<file path="config.mk">
export PLATFORM = sky130hd
export DESIGN_NAME = apple2e_video_shifter
export DESIGN_NICKNAME = d
export VERILOG_FILES = /design/src/rtl/apple2_video_pkg.sv /design/src/rtl/apple2e_video_shifter_serializer.sv /design/src/rtl/apple2e_video_shifter.sv
export SDC_FILE = /design/constraint.sdc
export NUM_CORES = 1
export LEC_CHECK = 0
export ABC_AREA = 0
export BUFFER_PORTS_ARGS = -buffer_cell sky130_fd_sc_hd__buf_2
export CORE_UTILIZATION = 41
export CTS_CLUSTER_DIAMETER = 150
export DETAILED_ROUTE_END_ITERATION = 16
export HOLD_SLACK_MARGIN = 0.1
export PLACE_DENSITY = 0.62
export SLEW_MARGIN = 0
export SYNTH_ARGS = -nofsm -noshare
export SYNTH_HDL_FRONTEND = slang
export SYNTH_SLANG_ARGS = --single-unit
</file>
<file path="constraint.sdc">
create_clock -name CLK_14M -period 1.6 [get_ports CLK_14M]
set_clock_uncertainty 0.2 [all_clocks]
set_input_delay 0.32 -clock CLK_14M [delete_from_list [all_inputs] [get_ports CLK_14M]]
set_output_delay 0.32 -clock CLK_14M [all_outputs]
set_load 0.02 [all_outputs]
</file>
<file path="src/rtl/apple2_video_pkg.sv">
// Shared types and constants for the Apple //e video shifter slice:
// display modes, fetch slots, character ROM address layout and dot-slot widths.
package apple2_video_pkg;

  typedef enum logic [2:0] {
    MODE_TEXT40,
    MODE_TEXT80,
    MODE_LORES,
    MODE_HIRES,
    MODE_DHIRES
  } video_mode_e;

  typedef enum logic [1:0] {
    FETCH_IDLE,
    FETCH_AUX,
    FETCH_MAIN
  } fetch_state_e;

  localparam int unsigned CHAR_ADDR_W   = 12;
  localparam int unsigned CHAR_ROW_W    = 3;
  localparam int unsigned CHAR_BYTE_LSB = 3;
  localparam int unsigned CHAR_ALT_BIT  = 11;

  localparam int unsigned DOTS_NARROW = 7;
  localparam int unsigned DOTS_WIDE   = 14;

  // {ALTCHAR, byte[7:0], row[2:0]}
  function automatic logic [CHAR_ADDR_W-1:0] char_addr(input logic alt,
                                                       input logic [7:0] code,
                                                       input logic [CHAR_ROW_W-1:0] row);
    logic [CHAR_ADDR_W-1:0] a;
    a                      = '0;
    a[CHAR_ALT_BIT]        = alt;
    a[CHAR_BYTE_LSB +: 8]  = code;
    a[CHAR_ROW_W-1:0]      = row;
    return a;
  endfunction

endpackage

</file>
<file path="src/rtl/apple2e_video_shifter_serializer.sv">
// 14-bit dot serializer: parallel load, shift toward bit0 with zero fill,
// shift rate (every clock or on the slow tick) captured at load time.
module video_serializer
  import apple2_video_pkg::*;
(
  input  logic                 clk,
  input  logic                 rst_n,
  input  logic                 load,
  input  logic                 fast,
  input  logic                 slow_tick,
  input  logic [DOTS_WIDE-1:0] load_data,
  output logic                 dot
);

  logic [DOTS_WIDE-1:0] sr;
  logic                 fast_q;

  always_ff @(posedge clk or negedge rst_n) begin
    if (!rst_n) begin
      sr     <= '0;
      fast_q <= 1'b0;
      dot    <= 1'b0;
    end else begin
      dot <= sr[0];
      if (load) begin
        sr     <= load_data;
        fast_q <= fast;
      end else if (fast_q || slow_tick) begin
        sr <= {1'b0, sr[DOTS_WIDE-1:1]};
      end
    end
  end

endmodule

</file>
<file path="src/rtl/apple2e_video_shifter.sv">
// Apple //e video shifter: latches fetched RAM bytes, sequences the character
// ROM lookups, decodes the display mode at load and feeds the dot serializer.
module apple2e_video_shifter
  import apple2_video_pkg::*;
#(
  parameter int unsigned FLASH_BITS = 5
) (
  input  logic                   CLK_14M,
  input  logic                   RESET_N,
  input  logic                   LDPS_N,
  input  logic                   VID7M,
  input  logic                   VID_DATA_STB,
  input  logic [7:0]             DATA_MAIN,
  input  logic [7:0]             DATA_AUX,
  input  logic                   SEGA,
  input  logic                   SEGB,
  input  logic                   SEGC,
  input  logic                   GR2,
  input  logic                   HIRES_MODE,
  input  logic                   COL80,
  input  logic                   DHIRES_MODE,
  input  logic                   ALTCHAR,
  input  logic                   WNDW_N,
  input  logic                   VBLANK,
  output logic [CHAR_ADDR_W-1:0] CHAR_ADDR,
  input  logic [7:0]             CHAR_DATA,
  output logic                   VIDEO
);

  logic [7:0]             main_q, aux_q;
  logic [DOTS_NARROW-1:0] main_dots, aux_dots;
  fetch_state_e           state, state_nxt, rom_slot_q;
  logic [FLASH_BITS-1:0]  flash_cnt;
  logic                   vblank_q, vid7m_q;
  video_mode_e            mode;
  logic [DOTS_WIDE-1:0]   load_pat;
  logic                   fast;
  logic                   rom_bit7_unused;

  assign rom_bit7_unused = CHAR_DATA[7];

  // rom_slot_q remembers which byte's address the ROM saw last cycle,
  // so its registered output is steered to the matching dot register.
  always_ff @(posedge CLK_14M or negedge RESET_N) begin
    if (!RESET_N) begin
      state      <= FETCH_IDLE;
      rom_slot_q <= FETCH_IDLE;
      main_q     <= '0;
      aux_q      <= '0;
      main_dots  <= '0;
      aux_dots   <= '0;
      flash_cnt  <= '0;
      vblank_q   <= 1'b0;
      vid7m_q    <= 1'b0;
    end else begin
      state      <= state_nxt;
      rom_slot_q <= state;
      vblank_q   <= VBLANK;
      vid7m_q    <= VID7M;
      if (VID_DATA_STB) begin
        main_q <= DATA_MAIN;
        aux_q  <= DATA_AUX;
      end
      if (VBLANK && !vblank_q)
        flash_cnt <= flash_cnt + FLASH_BITS'(1);
      case (rom_slot_q)
        FETCH_AUX:  aux_dots  <= CHAR_DATA[DOTS_NARROW-1:0];
        FETCH_MAIN: main_dots <= CHAR_DATA[DOTS_NARROW-1:0];
        default:    ;
      endcase
    end
  end

  always_comb begin
    state_nxt = FETCH_IDLE;
    CHAR_ADDR = '0;
    case (state)
      FETCH_AUX: begin
        CHAR_ADDR = char_addr(ALTCHAR, aux_q, {SEGC, SEGB, SEGA});
        state_nxt = FETCH_MAIN;
      end
      FETCH_MAIN: begin
        CHAR_ADDR = char_addr(ALTCHAR, main_q, {SEGC, SEGB, SEGA});
        state_nxt = FETCH_IDLE;
      end
      default: state_nxt = FETCH_IDLE;
    endcase
    if (VID_DATA_STB)
      state_nxt = FETCH_AUX;
  end

  always_comb begin
    mode = MODE_TEXT40;
    if (GR2 && HIRES_MODE && DHIRES_MODE && COL80) mode = MODE_DHIRES;
    else if (GR2 && HIRES_MODE)                    mode = MODE_HIRES;
    else if (GR2)                                  mode = MODE_LORES;
    else if (COL80)                                mode = MODE_TEXT80;
  end

  always_comb begin
    logic [3:0]             nib;
    logic [DOTS_WIDE-1:0]   lores_base, lores_pat;
    logic                   flash_on;
    logic [DOTS_NARROW-1:0] glyph_main, glyph_aux;

    nib        = SEGC ? main_q[7:4] : main_q[3:0];
    lores_base = '0;
    for (int unsigned i = 0; i < DOTS_WIDE; i++)
      lores_base[i] = nib[i[1:0]];
    lores_pat  = SEGA ? {lores_base[DOTS_WIDE-3:0], lores_base[DOTS_WIDE-1:DOTS_WIDE-2]}
                      : lores_base;

    // flash_cnt is read before any same-edge VBLANK increment lands
    flash_on   = flash_cnt[FLASH_BITS-1] && !ALTCHAR;
    glyph_main = main_dots ^ {DOTS_NARROW{flash_on && (main_q[7:6] == 2'b01)}};
    glyph_aux  = aux_dots  ^ {DOTS_NARROW{flash_on && (aux_q[7:6]  == 2'b01)}};

    fast     = 1'b1;
    load_pat = '0;
    case (mode)
      MODE_DHIRES: load_pat = {main_q[DOTS_NARROW-1:0], aux_q[DOTS_NARROW-1:0]};
      MODE_HIRES: begin
        load_pat = {{DOTS_NARROW{1'b0}}, main_q[DOTS_NARROW-1:0]};
        fast     = 1'b0;
      end
      MODE_LORES:  load_pat = lores_pat;
      MODE_TEXT80: load_pat = {glyph_main, glyph_aux};
      default: begin
        load_pat = {{DOTS_NARROW{1'b0}}, glyph_main};
        fast     = 1'b0;
      end
    endcase
    if (WNDW_N)
      load_pat = '0;
  end

  video_serializer u_serializer (
    .clk       (CLK_14M),
    .rst_n     (RESET_N),
    .load      (!LDPS_N),
    .fast      (fast),
    .slow_tick (VID7M && !vid7m_q),
    .load_data (load_pat),
    .dot       (VIDEO)
  );

endmodule
</file>
==> reports/results.tsv, run 1 <==
metric	value	unit
starting density of the core	43.5	%
nature of the critical path startpoint	flip-flop	
Post-Synth Simple-Gate Area	11.9	%
worst endpoint data arrival time	1.58	ns
status	finished, violations left	
Post-Synth Adder-Cell Area	1.24	%
Final nets	446	
GRT Residual Overflow	0	
top area cells in the synthesized netlist	dfrtp_1 47%, mux2_2 12%, nor2_1 3.1%	
final WL	8480	um
worst hold margin	0.130	ns
Post-Syn Nets	327	
XOR/XNOR Fraction of Synth Area	5.94	%
largest family of logic cells by synthesized area	compound AO/OA/AOI/OAI gates	
Clk Latency, worst-skew pair	0.37	ns
filler instances	524	
Core ar.	6980	um2
Max Clk Rate	476	MHz
Synth Area in Compound Gates	15.3	%
Synth Area per Inst	10.6	um2
Worst-path clk slew	0.07	ns
minimum clock period	2.10	ns
Slew Viols, Final	0	
clock buffer depth	2	
worst hold-check path type	in2reg	
dpl hpwl	5500	um
Post-synth EDFFs	0	
area share of the largest cell type after synthesis	47.0	%
initial antenna violation count	0	
Via Count	2704	
ys flop type	dfrtp_1	
GP Congestion	0.877	
DR DRC count	0	
Die H	88.0	um
max-cap viol count	0	
# setup viols final	26	
Wirelength per Cell	16.8	um
Setup TNS	-7.81	ns
Hold Vio Cnt, Final	0	
CTS Root Cell	clkbuf_8	
VDD IR max	0.676	mV
I/O pin cnt	52	
mux contribution to synthesized area	14.6	%
Async SR Flop Fraction	100	%
H-tree depth	3	
post-synthesis cell type count	44	
crit-path max FO	5	
CTS tree	yes	
violated checks	negative setup slack	
Die Wd	88.0	um
vias in the first global route	2643	
Port-buffer cells	50	
PwrDens	956	nW/um2
clock sink total	57	
post-route ant nets	0	
synthesized cell area	3030	um2
gr usage total	23.1	%
TritonCTS Buffers	9	
relative slew slack	68.9	%
worst setup margin	-0.502	ns
Synth area leader	dfrtp_1	
Util after Layout	66.8	%
Site Rows	30	
ANT cells	0	
Setup CP Type	reg2out	
Ys Warns	0	
CP endpoint kind	output pin	
Synth-to-Final Area Change	53.6	%
1st-pass router iterations	4	
unrepaired setup endpoints after global routing	yes	
Final Cycle Share	131	%
Die ar.	7750	um2
largest net degree at the start of global routing	58	
post-synthesis cell count	285	
Pleak	2.01	nW
first-pass GRT wire length	13000	um
Slew @ Worst Pin	0.466	ns
Synth Register Bits	57	
via density per instance	5.35	
1st-iter DRT viols	200	
register area share after synthesis	47.0	%
share of layout cells above drive strength 1	52.8	%
Critical Path RT	1.08	ns
-- cell type report --
| class | instances | area, um2 | share of cell area (%) |
|---|---|---|---|
| clock inverter | 7 | 53.8 | 1.15 |
| clock buffer | 9 | 124 | 2.66 |
| multi-input combinational | 204 | 1860 | 40.0 |
| timing repair buffer | 127 | 1050 | 22.6 |
| tap | 96 | 120 | 2.58 |
| sequential | 57 | 1430 | 30.6 |
| inverter | 5 | 20.0 | 0.430 |
-- per-stage QoR --
step	area [um2]	std cells	worst slack (ns)	total power, mW
2_1_floorplan	3070	285	-0.0439	2.48
3_3_place_gp	3670	455	-0.210	2.84
3_5_place_dp	3670	455	-0.223	2.87
4_1_cts	4490	503	-0.484	4.35
5_1_grt	4660	505	-0.551	4.69
6_report	4660	505	-0.502	4.46
-- cells in the mapped netlist (3+ instances only) --
cell and number:
a211oi_1 5, a21oi_1 12, a22oi_1 12, a31oi_1 7
and2_1 6, buf_2 5, buf_6 3, clkbuf_1 9
dfrtp_1 57, ha_1 3, inv_1 3, mux2_2 31
mux2i_1 7, nand2_1 17, nand3_1 9, nor2_1 25
nor2b_1 6, o21ai_0 3, o21ai_1 10, o22ai_1 8
xnor2_1 10, xor2_1 5
-- routing by layer --
metal  track usage [%]  part of all wire [%]  up-vias
met5                 0                     0        -
met1              29.9                    44     1322
met2              35.7                    48       96
met4              11.1                   2.5        0
li1                  -                     -     1268
met3              6.69                   5.7       18
-- flip-flops by register name, indices dropped and copies added (netlist names) --
signal	flops
rom_slot_q	2
u_serializer.sr	14
vid7m_q	1
aux_q	8
u_serializer.fast_q	1
u_serializer.dot	1
main_q	8
main_dots	7
vblank_q	1
flash_cnt	5
aux_dots	7
state	2
-- worst max-delay path, cell delays in order (launching register included) --
cell and delay, ns:
dfrtp_1 0.40, buf_6 0.13, ha_4 0.17, buf_6 0.13, a22oi_2 0.19, nor2_4 0.06, buf_6 0.13
-- cells by family after synthesis --
family,count (synthesis)
buffers and inverters,24
AO/OA/AOI/OAI,70
multiplexers,39
flip-flops,57
adder cells (fa/ha/maj),3
AND/OR/NAND/NOR,74
XOR/XNOR,18
-- what timing repair did --
action / 4_1_cts / 5_1_grt
pin swaps: 32 / 20
endpoints found under the setup margin: 26 / 43
hold endpoints to repair: 90 / 0
hold buffers: 27 / 0
setup buffers: 6 / 2
gates resized for setup: 76 / 32
-- power by group --
group | switching (mW) | total [mW] | internal, mW
Sequential | 0.237 | 1.92 | 1.68
Clock | 0.661 | 1.23 | 0.569
Combinational | 0.588 | 1.31 | 0.722
-- placed cells by master (no fill, tap or decap), drive strengths merged, types with 7 or more instances in the layout --
cell type    count
a31oi            7
a21oi           12
xnor2           11
o22ai            8
a22oi           12
xor2             7
clkbuf          10
mux2i            7
nand3            9
dfrtp           57
o21ai           13
mux2            31
nor2            27
nand2           17
dlygate4sd3     27
buf             99
-- path summary, 6_finish.rpt --
check                                    from                  end  slack [ns]  depth (start not counted)
max in group asynchronous             RESET_N            main_q[6]        0.63                          3
hold reg to reg            u_serializer.sr[0]     u_serializer.dot        0.18                          0
min in group asynchronous             RESET_N             aux_q[1]        0.28                          3
setup reg to reg                    main_q[6]  u_serializer.sr[10]       -0.26                          3
hold / removal                         LDPS_N   u_serializer.sr[4]        0.13                          4
setup / recovery                     state[1]         CHAR_ADDR[8]       -0.50                          6
(Power assumes the default switching activity.)
==> run 2, diff against run 1 <==
--- a/config.mk
+++ b/config.mk
@@ -11,7 +11,7 @@
 export CTS_CLUSTER_DIAMETER = 150
 export DETAILED_ROUTE_END_ITERATION = 16
 export HOLD_SLACK_MARGIN = 0.1
-export PLACE_DENSITY = 0.62
+export PLACE_DENSITY = 0.59
 export SLEW_MARGIN = 0
 export SYNTH_ARGS = -nofsm -noshare
 export SYNTH_HDL_FRONTEND = slang
==> constraint.sdc (replaced) <==
create_clock -name CLK_14M -period 2.21 [get_ports CLK_14M]
set_clock_uncertainty 0.2 [all_clocks]
set_input_delay 0.442 -clock CLK_14M [delete_from_list [all_inputs] [get_ports CLK_14M]]
set_output_delay 0.442 -clock CLK_14M [all_outputs]
set_load 0.02 [all_outputs]
==> run 2 against run 1 <==
Effect of this change: the flow now finishes without violations; global-route usage is 3.1 points lower; via count is 12% lower; count of clock-buffer cells in the layout is 3 higher; sequential power is 29% lower; combinational power is 49% lower; critical path depth stayed put; routed wire length is 15% lower; first-iteration DRC count is 21% lower; cell area is 18% lower; flip-flop and latch count stayed put; die area stayed put; largest cell class unchanged.
==> reports/results.tsv, run 2 (synthesis gave the netlist of run 1 again) <==
metric	value	unit
CP max stage cell	dfrtp_1	
1st-iter DRT viols	159	
Wirelength per Cell	16.1	um
dpl hpwl	5250	um
largest registers	u_serializer.sr x14, aux_q x8, main_q x8	
Site Rows	30	
CTS tree	yes	
H-tree depth	3	
VDD IR max	0.590	mV
Slew Viols, Final	0	
Via Count	2383	
most common cell after layout, fill and taps aside	dfrtp_1	
Clk Latency, worst-skew pair	0.34	ns
Synth-to-Final Area Change	25.5	%
DR DRC count	0	
Hold Vio Cnt, Final	0	
R2R Path End	u_serializer.sr[13]	
crit-path max FO	7	
CTS Root Cell	clkbuf_8	
gr usage total	20.1	%
status	complete, no violations	
Die H	88.0	um
# setup viols final	0	
via density per instance	5.36	
nature of the critical path startpoint	flip-flop	
hold path depth	2	
clock buffer depth	2	
Die ar.	7750	um2
Pleak	1.68	nW
worst r2r src	main_q[6]	
1st-pass router iterations	4	
Final nets	387	
most flop-heavy register	u_serializer.sr	
I/O pin cnt	52	
Setup CP Type	reg2out	
internal reg-to-reg setup slack	0.34	ns
post-route ant nets	0	
worst setup margin	0.0458	ns
Die Wd	88.0	um
Port-buffer cells	50	
PwrDens	789	nW/um2
Core ar.	6980	um2
ANT cells	0	
most frequent cells in the layout	57 x dfrtp_1, 39 x buf_2, 31 x mux2_2	
non-filler cells, final	445	
vias in the first global route	2308	
worst endpoint data arrival time	1.52	ns
Largest register FFs	14	
first-pass GRT wire length	11300	um
relative slew slack	55.9	%
largest net degree at the start of global routing	58	
Hold EP	aux_q[3]	
worst hold-check path type	in2reg	
Post-CTS Setup Inserts	0	
GRT Residual Overflow	0	
CP endpoint kind	output pin	
minimum clock period	2.16	ns
final WL	7180	um
clock sink total	57	
placed insts	427	
worst hold path startpoint	DATA_AUX[3]	
DP Worst Slack	0.175	ns
slowest stage delay, CP	0.42	ns
share of layout cells above drive strength 1	40.1	%
Critical Path RT	1.57	ns
unrepaired setup endpoints after global routing	yes	
max-cap viol count	0	
initial antenna violation count	0	
Max Clk Rate	462	MHz
TritonCTS Buffers	9	
Slew @ Worst Pin	0.658	ns
worst r2r path cells	6	
Final Cycle Share	97.9	%
Worst-path clk slew	0.06	ns
starting density of the core	43.5	%
ordered list of cells on the worst path	inv_2 > ha_4 > buf_6 > a22oi_2 > nor2_1 > buf_4	
GP Congestion	0.859	
run 2: cell types whose count changed in the layout (fill, tap and decap cells not counted), moves of 9 or more:
cell / change
buf_4: -17
a21oi_2: -9
buf_6: -17
dlygate4sd3_1: -24
a21oi_1: +9
run 2: report_power, final:
part / leakage [nW] / total, mW / internal, mW / switching, mW
sequential: 0.691 / 1.37 / 1.22 / 0.149
clock: 0.102 / 0.965 / 0.572 / 0.394
combinational: 0.885 / 0.671 / 0.344 / 0.327
total: 1.68 / 3.00 / 2.13 / 0.870
run 2: worst max-delay path by stage:
stage,start,to,slack (ns),cells past startpoint
after floorplan,state[1],CHAR_ADDR[0],0.32,6
after global placement,COL80,u_serializer.sr[10],0.20,6
after detailed placement,COL80,u_serializer.sr[10],0.17,6
after CTS,state[0],CHAR_ADDR[10],-0.0004,5
after global routing,state[1],CHAR_ADDR[5],-0.03,6
final,state[1],CHAR_ADDR[7],0.05,6
run 2: worst max-delay path, delay by kind of cell (launching register included):
kind / cells / cell delay [ns]
AO/OA/AOI/OAI: 1 / 0.16
adder cells (fa/ha/maj): 1 / 0.18
buffers and inverters: 3 / 0.35
flip-flops: 1 / 0.42
AND/OR/NAND/NOR: 1 / 0.06
run 2: area by class of cell:
class	count	area [um2]
Clock buffer	12	155
Clock inverter	3	40.0
Fill cell	646	3170
Inverter	5	20.0
Multi-Input combinational cell	204	1580
Sequential cell	57	1430
Tap cell	96	120
Timing Repair Buffer	68	464
run 2: stage by stage:
stage | cell area, um2 | utilization (%) | hold WS, ns | power, mW | setup TNS [ns]
after global routing | 3810 | 54.5 | 0.121 | 3.16 | -0.0836
after global placement | 3440 | 49.2 | 0.157 | 1.99 | 0
after CTS | 3680 | 52.7 | 0.114 | 3.00 | -0.000352
final | 3810 | 54.5 | 0.134 | 3.00 | 0
after floorplan | 3030 | - | -0.0536 | 1.78 | 0
after detailed placement | 3440 | 49.2 | 0.163 | 2.01 | 0
run 2: metal layers:
layer	part of all wire (%)	up-vias	track usage [%]	wire [um]
met5	0	-	0	0
met4	1.8	0	10.3	129
met3	4.0	12	4.43	289
met2	47	51	30.9	3380
met1	47	1168	26.7	3380
li1	-	1152	-	-
run 2: what timing repair did:
action,4_1_cts,5_1_grt
hold buffers,3,0
endpoints found under the hold margin,59,0
endpoints found under the setup margin,10,12
pin swaps,1,6
resized for setup,7,33
